$ cat src/rtl/ahb_sram_slave_if.sv
// AHB-Lite bus bundle between an AHB master and the SRAM bridge slave.
// The master side also drives the bus-level HREADY seen by the slave.
interface ahb_sram_slave_if;
    logic        HSEL;
    logic [31:0] HADDR;
    logic [1:0]  HTRANS;
    logic        HWRITE;
    logic [2:0]  HSIZE;
    logic [31:0] HWDATA;
    logic        HREADY;
    logic        HREADYOUT;
    logic [1:0]  HRESP;
    logic [31:0] HRDATA;

    modport master (
        output HSEL, HADDR, HTRANS, HWRITE, HSIZE, HWDATA, HREADY,
        input  HREADYOUT, HRESP, HRDATA
    );

    modport slave (
        input  HSEL, HADDR, HTRANS, HWRITE, HSIZE, HWDATA, HREADY,
        output HREADYOUT, HRESP, HRDATA
    );
endinterface

$ cat src/rtl/ahb_sram_slave.sv
// AHB-Lite slave bridging word transfers onto a start/io_done SRAM port.
// Each legal transfer: capture, one start pulse, wait for io_done or timeout.
module ahb_sram_slave #(
    parameter int ADDR_BITS = 16,
    parameter int DATA_BITS = 24,
    parameter int TIMEOUT   = 255
) (
    input  logic                 clk,
    input  logic                 rst,
    ahb_sram_slave_if.slave      bus,
    output logic                 start,
    output logic                 writemode,
    output logic [ADDR_BITS-1:0] address,
    output logic [DATA_BITS-1:0] w_data,
    input  logic [DATA_BITS-1:0] i_r_data,
    input  logic                 io_done
);

    localparam int CW = (TIMEOUT < 2) ? 1 : $clog2(TIMEOUT);
    localparam logic [CW-1:0] CNT_LAST = CW'(TIMEOUT - 1);

    typedef enum logic [2:0] {
        S_IDLE,
        S_CAPTURE,
        S_ISSUE,
        S_WAIT,
        S_DONE,
        S_ERR1,
        S_ERR2
    } state_t;

    state_t        state;
    state_t        state_nx;
    logic [CW-1:0] cnt;
    logic          can_sample;
    logic          sample;
    logic          legal;
    logic          timeout;

    assign can_sample = (state == S_IDLE) || (state == S_DONE)
                     || (state == S_ERR2);
    assign sample  = can_sample && bus.HSEL && bus.HREADY
                  && bus.HTRANS[1];
    assign legal   = (bus.HSIZE == 3'b010)
                  && (bus.HADDR[1:0] == 2'b00)
                  && (bus.HADDR[31:ADDR_BITS+2] == '0);
    assign timeout = (cnt == CNT_LAST);

    // State register
    always_ff @(posedge clk) begin
        if (rst) state <= S_IDLE;
        else     state <= state_nx;
    end

    // Next-state: io_done is only looked at in WAIT and beats the timeout
    always_comb begin
        state_nx = state;
        unique case (state)
            S_IDLE, S_DONE, S_ERR2: begin
                if (sample) state_nx = legal ? S_CAPTURE : S_ERR1;
                else        state_nx = S_IDLE;
            end
            S_CAPTURE: state_nx = S_ISSUE;
            S_ISSUE:   state_nx = S_WAIT;
            S_WAIT: begin
                if (io_done)      state_nx = S_DONE;
                else if (timeout) state_nx = S_ERR1;
            end
            S_ERR1:    state_nx = S_ERR2;
            default:   state_nx = S_IDLE;
        endcase
    end

    // Bus response and SRAM strobe, forced quiet while in reset
    always_comb begin
        bus.HREADYOUT = 1'b1;
        bus.HRESP     = 2'b00;
        start         = 1'b0;
        if (!rst) begin
            unique case (state)
                S_CAPTURE, S_WAIT: bus.HREADYOUT = 1'b0;
                S_ISSUE: begin
                    bus.HREADYOUT = 1'b0;
                    start         = 1'b1;
                end
                S_ERR1: begin
                    bus.HREADYOUT = 1'b0;
                    bus.HRESP     = 2'b01;
                end
                S_ERR2:  bus.HRESP = 2'b01;
                default: ;
            endcase
        end
    end

    // Request latches, wait counter and read-data register
    always_ff @(posedge clk) begin
        if (rst) begin
            writemode  <= 1'b0;
            address    <= '0;
            w_data     <= '0;
            bus.HRDATA <= '0;
            cnt        <= '0;
        end else begin
            if (sample && legal) begin
                address   <= bus.HADDR[ADDR_BITS+1:2];
                writemode <= bus.HWRITE;
            end
            if (state == S_CAPTURE && writemode)
                w_data <= bus.HWDATA[DATA_BITS-1:0];
            if (state == S_ISSUE)
                cnt <= '0;
            else if (state == S_WAIT && !io_done && !timeout)
                cnt <= cnt + CW'(1);
            if (state == S_WAIT && io_done && !writemode)
                bus.HRDATA <= 32'(i_r_data);
        end
    end

endmodule
$ cat src/flat_wrapper.sv
// flat-port wrapper written by rule: the top's interface ports become plain ports
module ahb_sram_slave_flat 
#(
    parameter int ADDR_BITS = 16,
    parameter int DATA_BITS = 24,
    parameter int TIMEOUT   = 255
)
  (clk, rst, start, writemode, address, w_data, i_r_data, io_done, bus_HSEL, bus_HADDR, bus_HTRANS, bus_HWRITE, bus_HSIZE, bus_HWDATA, bus_HREADY, bus_HREADYOUT, bus_HRESP, bus_HRDATA);
  ahb_sram_slave_if bus_i ();
  input  logic clk;
  input  logic rst;
  output logic start;
  output logic writemode;
  output logic [ADDR_BITS-1:0] address;
  output logic [DATA_BITS-1:0] w_data;
  input  logic [DATA_BITS-1:0] i_r_data;
  input  logic io_done;
  input wire logic [$bits(bus_i.HSEL)-1:0] bus_HSEL;
  input wire logic [$bits(bus_i.HADDR)-1:0] bus_HADDR;
  input wire logic [$bits(bus_i.HTRANS)-1:0] bus_HTRANS;
  input wire logic [$bits(bus_i.HWRITE)-1:0] bus_HWRITE;
  input wire logic [$bits(bus_i.HSIZE)-1:0] bus_HSIZE;
  input wire logic [$bits(bus_i.HWDATA)-1:0] bus_HWDATA;
  input wire logic [$bits(bus_i.HREADY)-1:0] bus_HREADY;
  output wire logic [$bits(bus_i.HREADYOUT)-1:0] bus_HREADYOUT;
  output wire logic [$bits(bus_i.HRESP)-1:0] bus_HRESP;
  output wire logic [$bits(bus_i.HRDATA)-1:0] bus_HRDATA;
  assign bus_i.HSEL = bus_HSEL;
  assign bus_i.HADDR = bus_HADDR;
  assign bus_i.HTRANS = bus_HTRANS;
  assign bus_i.HWRITE = bus_HWRITE;
  assign bus_i.HSIZE = bus_HSIZE;
  assign bus_i.HWDATA = bus_HWDATA;
  assign bus_i.HREADY = bus_HREADY;
  assign bus_HREADYOUT = bus_i.HREADYOUT;
  assign bus_HRESP = bus_i.HRESP;
  assign bus_HRDATA = bus_i.HRDATA;
  ahb_sram_slave #(.ADDR_BITS(ADDR_BITS), .DATA_BITS(DATA_BITS), .TIMEOUT(TIMEOUT)) u_core (.clk(clk), .rst(rst), .bus(bus_i), .start(start), .writemode(writemode), .address(address), .w_data(w_data), .i_r_data(i_r_data), .io_done(io_done));
endmodule
$ cat config.mk
export PLATFORM = sky130hd
export DESIGN_NAME = ahb_sram_slave_flat
export DESIGN_NICKNAME = d
export VERILOG_FILES = /design/src/rtl/ahb_sram_slave_if.sv /design/src/rtl/ahb_sram_slave.sv /design/src/flat_wrapper.sv
export SDC_FILE = /design/constraint.sdc
export NUM_CORES = 1
export LEC_CHECK = 0
export CAP_MARGIN = 20
export CORE_MARGIN = 4
export CORE_UTILIZATION = 34
export DETAILED_ROUTE_END_ITERATION = 8
export MAX_ROUTING_LAYER = met4
export PLACE_DENSITY = 0.83
export SYNTH_ARGS = -nofsm -noshare
export SYNTH_HDL_FRONTEND = slang
export SYNTH_SLANG_ARGS = --single-unit
$ cat constraint.sdc
create_clock -name clk -period 1.55 [get_ports clk]
set_input_delay 0.2325 -clock clk [delete_from_list [all_inputs] [get_ports clk]]
set_output_delay 0.2325 -clock clk [all_outputs]
set_load 0.02 [all_outputs]
==> flow_metrics.tcl <==
set metrics [dict create \
    end_kind "output port" \
    critPathTopFamily "flip-flops" \
    clk-insertion-delay-late_ps 350 \
    synth.avg_cell_area_um2 8.19 \
    layout_min_cycle_time_ps 1600 \
    drcViolationCount 0 \
    slew_viol_final 0 \
    hold_path.class "in -> reg" \
    first_iter_violations 136 \
    cts_sinks 76 \
    syn_inst 378 \
    synth_compound_area_frac 0.169 \
    reg2reg_to "u_core.cnt[5]" \
    syn_area_mm2 0.00309 \
    fp.dieArea_mm2 0.0107 \
    r2r-start "u_core.state[0]" \
    hp-start "rst" \
    synthTopCellsByArea "dfxtp_1 (49%), nand2_1 (12%), a21oi_1 (11%), nand4_1 (3.6%), o21ai_0 (3.1%)" \
    finalWeightedCongestion 0.749 \
    final-setup-viol-count 3 \
    cpMaxStageDelayCell "dfxtp_2" \
    ff2ff_path_depth 6 \
    cp_cell_sequence "buf_6, or2b_1, a21o_1, buf_6" \
    cp-start-kind "flop" \
    rows 34 \
    worstPathMaxFanout 5 \
    wl_met2_mm 5.45 \
    layout-drive-gt1-share 0.167 \
    yosysSeqAreaShare 0.492 \
    met3WireLength_um 744 \
    synth_top_family_by_area "simple AND/OR/NAND/NOR gates" \
    layout_setup_ws_ps -50.1 \
    cts_tree "built" \
    ios 176 \
    finalHoldViolCount 0 \
    tightest_slew_ps 682 \
    drt_first_pass_iters 4 \
    final_core_util 0.618 \
    slew_headroom 0.546 \
    port_buffers 157 \
    clockRootBuffer "clkbuf_8" \
    hold_depth 3 \
    core_mm2 0.00881 \
    synth_top_cell_by_area "dfxtp_1" \
    synth_fa_ha_area_frac 0.00809 \
    ys_async_sr_fraction 0 \
    cts_made_buffers 9 \
    grt_remaining_overflow 0 \
    critPathBufInv 2 \
    synth_seq_cells 76 \
    grt_setup_unrepaired "yes" \
    crit_type "reg -> out" \
    grt_pass1_vias 3203 \
    yosysTopAreaCellShare 0.492 \
    fmax_mhz 625 \
    skew_ps 11.0 \
    synth-simple-area-share 0.252 \
    synthMuxAreaShare 0 \
    status "finished with violations" \
    min_period_over_period 1.03 \
    antenna_found_initial 0 \
    path_common_cell "buf_6" \
    synth_cell_types 46 \
    peakVddDrop_mv 0.500 \
    synth_edf_count 0 \
    topRoutingLayerUsed "met4" \
    grt_max_degree 66 \
    violations "negative setup slack" \
    wire_per_inst_um 16.0 \
    htreeDepth 3 \
    synth_xor_area_frac 0.0113 \
    post-place-ws_ps -451 \
    place_area_mm2 0.00487 \
    cts_buffer_depth 2 \
    start_util 0.351 \
    dieHeight_um 103 \
    syn_to_final_growth_pct 75.8 \
    grt_first_pass_wirelength_mm 15.2 \
    yosys_warnings 0 \
    cp_slowest_stage_delay_ps 350 \
    dpl.hpwl_mm 7.34 \
    cp.arrival_ps 1370 \
    rrSetupSlack_ps 0 \
    worst-path-stages 4 \
    max_cap_viol_count 0 \
    grtUsageTotal 0.187 \
    worstHoldEndpoint "u_core.state[1]" \
    via_per_inst 5.02 \
    ant_nets 0 \
    route.vias.total 3335 \
    final_cell_area_mm2 0.00544 \
    clk_pin_slew_worst_paths_ps 90 \
    leakage_nw 2.84 \
    synthFlopType "dfxtp_1" \
    wirelength_mm 10.6 \
    die_x_um 103 \
    antennaDiodeCount 0 \
    power_density_mw_per_mm2 742 \
    cp.required_ps 1320 \
    final_nets 653 \
    met1_length_mm 4.33 \
]
[how the worst max path moves through the flow]
stage,startpoint,end
floorplan,u_core.cnt[0],u_core.cnt[7]
global placement,bus_HADDR[22],u_core.address[6]
detailed placement,bus_HADDR[22],u_core.address[7]
CTS,u_core.state[0],bus_HREADYOUT
global route,u_core.state[0],bus_HREADYOUT
finish,u_core.state[0],bus_HREADYOUT
[synthesized netlist by cell type (2+ instances only)]
| cell type | number |
|---|---|
| ha_1 | 2 |
| nand3_1 | 6 |
| nor2b_1 | 2 |
| a31oi_1 | 2 |
| nand2b_1 | 2 |
| nor4_1 | 2 |
| o31ai_1 | 2 |
| buf_2 | 8 |
| o21a_1 | 2 |
| nand2_1 | 98 |
| nor2_1 | 6 |
| or4_1 | 3 |
| o21ai_0 | 19 |
| xnor2_1 | 2 |
| o211ai_1 | 2 |
| nor3_1 | 2 |
| xor2_1 | 2 |
| nor3b_1 | 2 |
| dfxtp_1 | 76 |
| inv_1 | 2 |
| buf_4 | 11 |
| nand4_1 | 18 |
| clkbuf_1 | 16 |
| a21oi_1 | 69 |
[power by group]
part,internal [mW],switching (mW)
Sequential,1.96,0.00451
Clock,0.853,0.779
Combinational,0.274,0.164
[cell usage in the layout (no fill, tap or decap), drive strengths merged, types with 4 or more instances in the layout]
cell type | netlist | layout
a21oi | 69 | 69
buf | 20 | 37
clkbuf | 17 | 11
clkdlybuf4s50 | 0 | 86
conb | 1 | 9
dfxtp | 76 | 76
dlygate4sd2 | 0 | 18
dlymetal6s2s | 0 | 49
inv | 2 | 5
nand2 | 98 | 98
nand3 | 6 | 6
nand4 | 18 | 18
nand4b | 2 | 4
nor2 | 6 | 6
o21ai | 20 | 20
or4 | 4 | 4
[registers in the layout, summed over array words and instances (netlist names)]
signal and count:
u_core.cnt 8, u_core.w_data 24, u_core.writemode 1, u_core.state 3, u_core.bus.HRDATA 24, u_core.address 16
[metrics by stage]
step                power (mW)  hold WS (ps)  std cells  TNS (ps)
floorplan                 2.13           369        386         0
global placement          2.39           440        641     -8280
detailed placement        2.40           446        641     -9350
global route              4.20           284        665      -672
CTS                       4.06           261        660      -243
finish                    4.03           279        665     -69.4
[repair_timing]
item	4_1_cts	5_1_grt
endpoints found under the hold margin	0	0
resized for setup	60	87
gates cloned	1	1
hold buffers	0	0
setup buffers	2	4
endpoints found under the setup margin	40	76
pin swaps	5	12
[logic make-up after synthesis]
group / after synthesis
and+or+nand+nor: 157
other: 1
adders and majority gates: 2
DFF: 76
xor gates and xnor gates: 4
buffers and inverters: 39
AOI/OAI and AO/OA: 99
[per-layer routing]
metal  global-route usage  vias to the layer above
met5                    -                        -
met4               0.0458                        0
met3               0.0409                       10
met2                0.325                      133
met1                0.220                     1556
li1                     -                     1636
[tightest hold or removal path, stage by stage]
cell     delay [ps]
buf_2           170
buf_4           150
a31oi_1          40
[final cells by class]
class                   count  area, um2
clock inverters             5       65.1
inverters                   2       7.51
well taps                 108        135
multi-input cells         273       1580
fillers                   729       3370
clock buffers              11        151
flip-flops and latches     76       1530
repair buffers            190       1970
(Power assumes the default switching activity.)
